$ cat src/rtl/seg_scan_pkg.sv
// Shared constants and types for the seven-segment scan driver and its decoder.
// Segment patterns are {g,f,e,d,c,b,a}, active-high.
package seg_scan_pkg;

    localparam int NUM_DIGITS = 8;
    localparam int IDX_W      = $clog2(NUM_DIGITS);
    localparam int CODE_W     = 4;
    localparam int GUARD_W    = 8;

    typedef logic [CODE_W-1:0] code_t;
    typedef logic [6:0]        seg_t;

    localparam code_t CODE_DASH  = 4'hA;
    localparam code_t CODE_BLANK = 4'hF;

    localparam seg_t SEG_0     = 7'h3F;
    localparam seg_t SEG_1     = 7'h06;
    localparam seg_t SEG_2     = 7'h5B;
    localparam seg_t SEG_3     = 7'h4F;
    localparam seg_t SEG_4     = 7'h66;
    localparam seg_t SEG_5     = 7'h6D;
    localparam seg_t SEG_6     = 7'h7D;
    localparam seg_t SEG_7     = 7'h07;
    localparam seg_t SEG_8     = 7'h7F;
    localparam seg_t SEG_9     = 7'h6F;
    localparam seg_t SEG_DASH  = 7'h40;
    localparam seg_t SEG_BLANK = 7'h00;

    // Why the current slot is (or is not) dark.
    typedef enum logic [1:0] {
        DISP_LIT   = 2'd0,
        DISP_GUARD = 2'd1,
        DISP_BLINK = 2'd2
    } disp_mode_t;

endpackage

$ cat src/rtl/seg_scan_if.sv
// Bundle between the timekeeping logic (master) and the display scanner (slave).
interface seg_scan_if;
    import seg_scan_pkg::*;

    logic                         scan_tick;
    logic                         blink_tick;
    logic [CODE_W*NUM_DIGITS-1:0] digits;
    logic [NUM_DIGITS-1:0]        dp_mask;
    logic [NUM_DIGITS-1:0]        blink_mask;
    logic [NUM_DIGITS-1:0]        select_light;
    logic [7:0]                   display_char;

    modport master (
        output scan_tick, blink_tick, digits, dp_mask, blink_mask,
        input  select_light, display_char
    );

    modport slave (
        input  scan_tick, blink_tick, digits, dp_mask, blink_mask,
        output select_light, display_char
    );

endinterface

$ cat src/rtl/seg_scan_bcd_to_seg.sv
// Combinational digit-code to seven-segment decoder; codes B..F render blank.
module bcd_to_seg
    import seg_scan_pkg::*;
(
    input  code_t code,
    output seg_t  seg
);

    always_comb begin
        seg = SEG_BLANK;
        case (code)
            4'h0:       seg = SEG_0;
            4'h1:       seg = SEG_1;
            4'h2:       seg = SEG_2;
            4'h3:       seg = SEG_3;
            4'h4:       seg = SEG_4;
            4'h5:       seg = SEG_5;
            4'h6:       seg = SEG_6;
            4'h7:       seg = SEG_7;
            4'h8:       seg = SEG_8;
            4'h9:       seg = SEG_9;
            CODE_DASH:  seg = SEG_DASH;
            default:    seg = SEG_BLANK;
        endcase
    end

endmodule

$ cat src/rtl/seg_scan.sv
// Eight-digit multiplexed seven-segment driver with blink mask and anti-ghost guard.
// Digit data is captured once per frame so a whole scan shows one coherent value.
module seg_scan
    import seg_scan_pkg::*;
#(
    parameter int GUARD_CYCLES = 4
)(
    input  logic      CP,
    input  logic      _CR,
    seg_scan_if.slave bus
);

    localparam logic [GUARD_W-1:0] GUARD_INIT = GUARD_W'(GUARD_CYCLES);
    localparam logic [IDX_W-1:0]   LAST_IDX   = IDX_W'(NUM_DIGITS - 1);

    logic [IDX_W-1:0]             idx_reg, idx_next;
    logic [GUARD_W-1:0]           guard_reg, guard_next;
    logic                         phase_reg, phase_next;
    logic [CODE_W*NUM_DIGITS-1:0] digits_q_reg, digits_q_next;
    logic [NUM_DIGITS-1:0]        dp_q_reg, dp_q_next;
    logic [NUM_DIGITS-1:0]        blink_q_reg, blink_q_next;
    logic [NUM_DIGITS-1:0]        select_reg, select_next;
    logic [7:0]                   char_reg, char_next;

    code_t                 digit_code [NUM_DIGITS];
    logic [NUM_DIGITS-1:0] select_lit;
    code_t                 cur_code;
    seg_t                  cur_seg;
    logic                  frame_end;
    disp_mode_t            mode;

    // Per-digit views of the snapshot and the one-hot enable for the current slot.
    generate
        for (genvar gi = 0; gi < NUM_DIGITS; gi++) begin : g_digit
            assign digit_code[gi] = digits_q_reg[CODE_W*gi +: CODE_W];
            assign select_lit[gi] = (idx_reg == IDX_W'(gi));
        end
    endgenerate

    assign cur_code  = digit_code[idx_reg];
    assign frame_end = bus.scan_tick && (idx_reg == LAST_IDX);

    bcd_to_seg u_dec (
        .code (cur_code),
        .seg  (cur_seg)
    );

    // Scan index, guard countdown, blink phase and frame snapshot.
    always_comb begin
        idx_next      = idx_reg;
        guard_next    = guard_reg;
        phase_next    = phase_reg;
        digits_q_next = digits_q_reg;
        dp_q_next     = dp_q_reg;
        blink_q_next  = blink_q_reg;

        if (bus.scan_tick) begin
            idx_next   = idx_reg + 1'b1;
            guard_next = GUARD_INIT;
        end else if (guard_reg != '0) begin
            guard_next = guard_reg - 1'b1;
        end

        if (bus.blink_tick) begin
            phase_next = ~phase_reg;
        end

        if (frame_end) begin
            digits_q_next = bus.digits;
            dp_q_next     = bus.dp_mask;
            blink_q_next  = bus.blink_mask;
        end
    end

    // Output decision uses pre-edge state, so a new digit only shows after the guard drains.
    always_comb begin
        mode = DISP_LIT;
        if (guard_reg != '0) begin
            mode = DISP_GUARD;
        end else if (phase_reg && blink_q_reg[idx_reg]) begin
            mode = DISP_BLINK;
        end
    end

    always_comb begin
        select_next = '0;
        char_next   = '0;
        case (mode)
            DISP_LIT: begin
                select_next = select_lit;
                char_next   = {dp_q_reg[idx_reg], cur_seg};
            end
            default: begin
                select_next = '0;
                char_next   = '0;
            end
        endcase
    end

    always_ff @(posedge CP or negedge _CR) begin
        if (!_CR) begin
            idx_reg      <= '0;
            guard_reg    <= '0;
            phase_reg    <= 1'b0;
            digits_q_reg <= '0;
            dp_q_reg     <= '0;
            blink_q_reg  <= '0;
            select_reg   <= '0;
            char_reg     <= '0;
        end else begin
            idx_reg      <= idx_next;
            guard_reg    <= guard_next;
            phase_reg    <= phase_next;
            digits_q_reg <= digits_q_next;
            dp_q_reg     <= dp_q_next;
            blink_q_reg  <= blink_q_next;
            select_reg   <= select_next;
            char_reg     <= char_next;
        end
    end

    assign bus.select_light = select_reg;
    assign bus.display_char = char_reg;

endmodule
$ cat src/flat_wrapper.sv
// flat-port wrapper written by rule: the top's interface ports become plain ports
module seg_scan_flat import seg_scan_pkg::*;
#(
    parameter int GUARD_CYCLES = 4
)
  (CP, _CR, bus_scan_tick, bus_blink_tick, bus_digits, bus_dp_mask, bus_blink_mask, bus_select_light, bus_display_char);
  seg_scan_if bus_i ();
  input  logic CP;
  input  logic _CR;
  input wire logic [$bits(bus_i.scan_tick)-1:0] bus_scan_tick;
  input wire logic [$bits(bus_i.blink_tick)-1:0] bus_blink_tick;
  input wire logic [$bits(bus_i.digits)-1:0] bus_digits;
  input wire logic [$bits(bus_i.dp_mask)-1:0] bus_dp_mask;
  input wire logic [$bits(bus_i.blink_mask)-1:0] bus_blink_mask;
  output wire logic [$bits(bus_i.select_light)-1:0] bus_select_light;
  output wire logic [$bits(bus_i.display_char)-1:0] bus_display_char;
  assign bus_i.scan_tick = bus_scan_tick;
  assign bus_i.blink_tick = bus_blink_tick;
  assign bus_i.digits = bus_digits;
  assign bus_i.dp_mask = bus_dp_mask;
  assign bus_i.blink_mask = bus_blink_mask;
  assign bus_select_light = bus_i.select_light;
  assign bus_display_char = bus_i.display_char;
  seg_scan #(.GUARD_CYCLES(GUARD_CYCLES)) u_core (.CP(CP), ._CR(_CR), .bus(bus_i));
endmodule
$ cat config.mk
export PLATFORM = sky130hd
export DESIGN_NAME = seg_scan_flat
export DESIGN_NICKNAME = d
export VERILOG_FILES = /design/src/rtl/seg_scan_pkg.sv /design/src/rtl/seg_scan_if.sv /design/src/rtl/seg_scan_bcd_to_seg.sv /design/src/rtl/seg_scan.sv /design/src/flat_wrapper.sv
export SDC_FILE = /design/constraint.sdc
export NUM_CORES = 1
export LEC_CHECK = 0
export ABC_AREA = 0
export CAP_MARGIN = 10
export CORE_MARGIN = 2
export CORE_UTILIZATION = 56
export DETAILED_ROUTE_END_ITERATION = 10
export PLACE_DENSITY_LB_ADDON = 0.15
export SLEW_MARGIN = 10
export SYNTH_ARGS = -nofsm -noshare
export SYNTH_HDL_FRONTEND = slang
export SYNTH_HIERARCHICAL = 1
export SYNTH_SLANG_ARGS = --single-unit
$ cat constraint.sdc
create_clock -name CP -period 6 [get_ports CP]
set_input_delay 0.6 -clock CP [delete_from_list [all_inputs] [get_ports CP]]
set_output_delay 0.6 -clock CP [all_outputs]
set_load 0.005 [all_outputs]
======== Word-level counts from Yosys, hierarchy flattened ========
Memory sizes are Yosys's and may differ from the RTL's.
Index checks and enable logic that the tools add are counted.
Widths: inputs -> output; s select.
word-level totals
  memory bits (read-only) ................. 112
  bits of input ports ..................... 52
  logic and storage cells ................. 41
  memories kept ........................... 1
  output and inout port bits .............. 16
  register bits ........................... 76
memories
  name             depth  bits a word  read ports  clocked after memory_dff  write ports  line                       RTL
  (no name shown)  16     7            1           0                         0            seg_scan_bcd_to_seg.sv:11  case (code)
cells by class
  mux-type cells .......................... 13
  add/sub/neg operators ................... 2
  eq/ne operators ......................... 7
  reduce and logical (&&, ||, !) cells .... 6
  $lt $le $gt $ge ......................... 2
  bitwise gates (word level) .............. 2
operators by type and width
  kind                 number
  $mux 8               4
  $bmux 4 s3           1
  $eq 3x3->1 const B   4
  $mux 4               2
  $reduce_bool 8->1    1
  $sub 8x1->8 const B  1
  $bmux 1 s3           2
  $eq 3x2->1 const B   2
  $ge 4x4->1 const B   1
  $lt 3x4->1 const B   1
  $mux 2               2
  $not 3->4            1
  $add 3x1->3 const B  1
  $eq 3x1->1 const B   1
  $logic_not 3->1      1
  $logic_and 1x1->1    2
  $logic_not 2->1      1
  $mux 1               2
  $reduce_bool 2->1    1
  $not 1->1            1

======== Longest topological paths before layout ========
  depth in word-level cells ............... 7
  depth in mapped cells ................... 11
  gate-level depth less buffers ........... 9

======== Hierarchy ========
Netlist, hierarchy kept.
by module, submodules not included
  module      area an instance (µm²)  cells each  instances  sequential area each (µm²)
  seg_scan    3387.0                  247         1          1901.8
  bcd_to_seg  196.4                   26          1          0.0

======== Worst setup path before layout ========
No wires, ideal clock.
  path kind ............................... flip-flop to flip-flop
  start point ............................. reg u_core.idx_reg[0]
  end point ............................... reg u_core.char_reg[6] (netlist: u_core/bus.display_char[6])
  stages on the path, launching flop included .. 10
  data arrival time ....................... 2.181 ns
  library setup time ...................... 0.066 ns
  clock period less this slack ............ 2.247 ns
  slack ................................... 3.753 ns
  data required time ...................... 5.934 ns
  path buffers ............................ 2
  cell sequence ........................... dfrtp_1 -> buf_6 -> buf_2 -> mux4_2 -> nand2_1 -> nand2_1 -> ha_1 -> mux2_4 -> o22ai_2 -> and3_1
between the ends
  elaborated cells on any way between the ends .. 12
  those cells by class .................... 8 x mux; 1 x bitwise; 2 x reduce/logical; 1 x memory
RTL lines
  what                                        line             RTL
  from (decl)                                 seg_scan.sv:16   logic [IDX_W-1:0] idx_reg, idx_next;
  from (signal assigned)                      seg_scan.sv:111  idx_reg <= idx_next;
  $not 3->4 (implied by the code)             seg_scan.sv:40   assign cur_code = digit_code[idx_reg];
  $bmux 4 s3                                  seg_scan.sv:40
  $mux 4 (implied by the code) (2 in series)  seg_scan.sv:40
  via u_core.cur_code[1]                      seg_scan.sv:27   code_t cur_code;
  $mem_v2 16x7                                --
  via u_core.cur_seg[6]                       seg_scan.sv:28   seg_t cur_seg;
  $mux 8                                      seg_scan.sv:88   case (mode)
  via u_core.char_next[6]                     seg_scan.sv:23   logic [7:0] char_reg, char_next;
  to (signal assigned)                        seg_scan.sv:118  char_reg <= char_next;
  to (decl)                                   seg_scan.sv:23
The timed path passes the listed nets, and every way through them passes these cells. The select of a mux whose other input is x is not followed.
A chain may end at the register's enable or synchronous reset.

======== Final worst setup path ========
  start point ............................. reg u_core.idx_reg[1]
  end point ............................... reg u_core.digits_q_reg[17]
between the ends
  cells in the longest elaborated chain, start to end .. 2
RTL lines
  what                  line             RTL
  $eq 3x3->1            seg_scan.sv:41   assign frame_end = bus.scan_tick && (idx_reg == LAST_IDX);
  $logic_and 1x1->1     seg_scan.sv:41
  to (signal assigned)  seg_scan.sv:114  digits_q_reg <= digits_q_next;
  to (decl)             seg_scan.sv:19   logic [CODE_W*NUM_DIGITS-1:0] digits_q_reg, digits_q_next;
Every way passes these cells.

==> metrics <==
Initial Utilization=57.1%; setup_tns=0 ps; first-pass GRT wire length=10.9 mm; # DRC=0; Avg WL per Cell=14.9 µm; GRT overflow=0; drt first pass iters=2; total track usage=19.7%; GPL Wtd Cong=0.853; via count=2,265; Slowest-stage cell, CP=dfrtp_1; layout cells sized above 1=25.9%; largest net degree at the start of global routing=77; clock latency on the worst-skew pair=between 300 and 400 ps; clk buf depth=2; max cap viols=0; syn_nets=338; Rel. slew slack=25.8%; Final Skew=9.03 ps; EDFF count, synth=0; Peak Freq=370 MHz; Seq/Total Area, Yosys=53.1%; worst vdd ir=0.272 mV; final worst-path cycle share=between 40 and 50%; Final Worst Setup Slack=approximately 3300 ps; die area=7060 µm²; final setup fails=0; Post CTS Setup Buffer Count=0; ys flop type=dfrtp_1; CP arrival=2930 ps; DP Wirelength=4.25 mm; worst hold slack=371 ps; Pwr Density=~500 nW/µm²; CORE AREA=6280 µm²; 1st-iter DRT viols=79; largest cells by area after synthesis=dfrtp_1 (53%), mux2_2 (15%), mux4_2 (5.7%), ha_1 (4.5%), mux2i_1 (2.5%); worst reg2reg setup slack=3300 ps; Async SR Flop Fraction=100%; Distinct cells, synth=45; Area growth syn-to-layout=24.2%; Top Ports=68; RSZ-0062 raised after global routing=false; Critical Path RT=6230 ps; Post-Syn Area=3580 µm²; worst slack, placed=3080 ps; worst path cell trace=ha_1, ha_1, nand2_2, mux2_2; ANT nets after route=0; Most common cell on crit path=ha_1; max FFs per register=32; Root Driver=clkbuf_8; post-synth top area share=a little over half; Via density=~5.4; vias in the first global route=2,325; CTS buffer count=9; port bufs=67; Worst Tran Pin Value=1110 ps; Synth top cells by count=dfrtp_1 (76), mux2_2 (48), nand2_1 (21); final count of pins violating max slew=0; worst min path class=in2async; worst-path maximum fanout=48; initial antenna violation count=0; Tmin final=2700 ps; Clock transition at path regs=80 ps; CP max stage delay=890 ps; std cell rows=29; most common cell in the netlist=dfrtp_1; post-cts sizing count=0; CP Capture Type=register; final WL=between 6 and 7 mm; H-tree depth=3; die height=84.0 µm; cell taking the most area after synthesis=dfrtp_1; Crit Path Category=reg2reg; CP Launch Type=register; status=finished clean; clk sinks=76; ANT cells=0; Final nets=404; Pleak=between 2 and 2.5 nW; cells after synthesis=273; Seq cells post-synth=76; Ys Warns=6; Synth Area per Inst=13.1 µm²; cts hold-fix bufs=0; CTS tree=built; Die Span X=84.0 µm; Hold Violations, Final=0
stage by stage:
step	std cells	cell area (µm²)	power, W	utilization (%)
2_1_floorplan	273	3580	0.00165	-
3_3_place_gp	405	4280	0.00185	68.2
5_1_grt	421	4450	0.00240	70.9
4_1_cts	421	4450	0.00224	70.9
3_5_place_dp	405	4280	0.00190	68.2
6_report	421	4450	0.00223	70.9
final cells by class:
class                           instances  area (µm²)
Clock buffer                           11         141
Clock inverter                          5        27.5
Fill cell                             466        1830
Inverter                               12        45.0
Multi-Input combinational cell        172        1560
Sequential cell                        76        1900
Tap cell                               77        96.3
Timing Repair Buffer                   68         676
where the power goes:
| part | total (W) | internal [W] | switching, W |
|---|---|---|---|
| Sequential | 0.000872 | 0.000724 | 0.000147 |
| Combinational | 0.00101 | 0.000553 | 0.000462 |
| Clock | 0.000341 | 0.000159 | 0.000183 |
worst max-delay path: cells and delay by family, from the launching register on:
kind / cells / cell delay (ps)
DFF: 1 / 890
and+or+nand+nor: 1 / 620
muxes: 1 / 540
adders and majority gates: 2 / 520
cell usage in the layout, fill, tap and decap left out, drive strengths merged, types with 11 or more instances in the layout:
cell,count
mux2,49
nand2,21
nor2,14
inv,12
clkbuf,11
clkdlybuf4s50,66
dfrtp,76
ha,13
worst paths after layout:
path | cells after the start | startpoint | to
hold / removal | 1 | _CR | u_core/bus.display_char[5]$_DFF_PN0_
hold reg to reg | 1 | u_core/phase_reg$_DFFE_PN0P_ | u_core/phase_reg$_DFFE_PN0P_
max in group asynchronous | 1 | _CR | u_core/digits_q_reg[24]$_DFFE_PN0P_
setup reg to reg | 4 | u_core/idx_reg[1]$_DFFE_PN0P_ | u_core/digits_q_reg[17]$_DFFE_PN0P_
min in group CP | 1 | u_core/phase_reg$_DFFE_PN0P_ | u_core/phase_reg$_DFFE_PN0P_
setup / recovery | 4 | u_core/idx_reg[1]$_DFFE_PN0P_ | u_core/digits_q_reg[17]$_DFFE_PN0P_
logic make-up (layout without fill, tap and decap cells):
kind of cell    after synthesis  in the layout  synth area share [%]
compound gates               24             24                  4.57
fa+ha+maj                    13             13                  4.54
flops                        76             76                  53.1
buf+inv                      25             96                  3.35
xor+xnor                      4              4                 0.978
simple gates                 64             64                  9.81
mux                          67             67                  23.7
layer usage:
metal  wire length (µm)  global-route usage [%]  share of wire [%]
met2               2930                    30.7                 47
met4                150                    10.3                2.4
met1               2960                    26.5                 47
met5                  0                       0                  0
met3                228                    3.76                3.6
No activity file was read; power rests on OpenSTA's default activity.
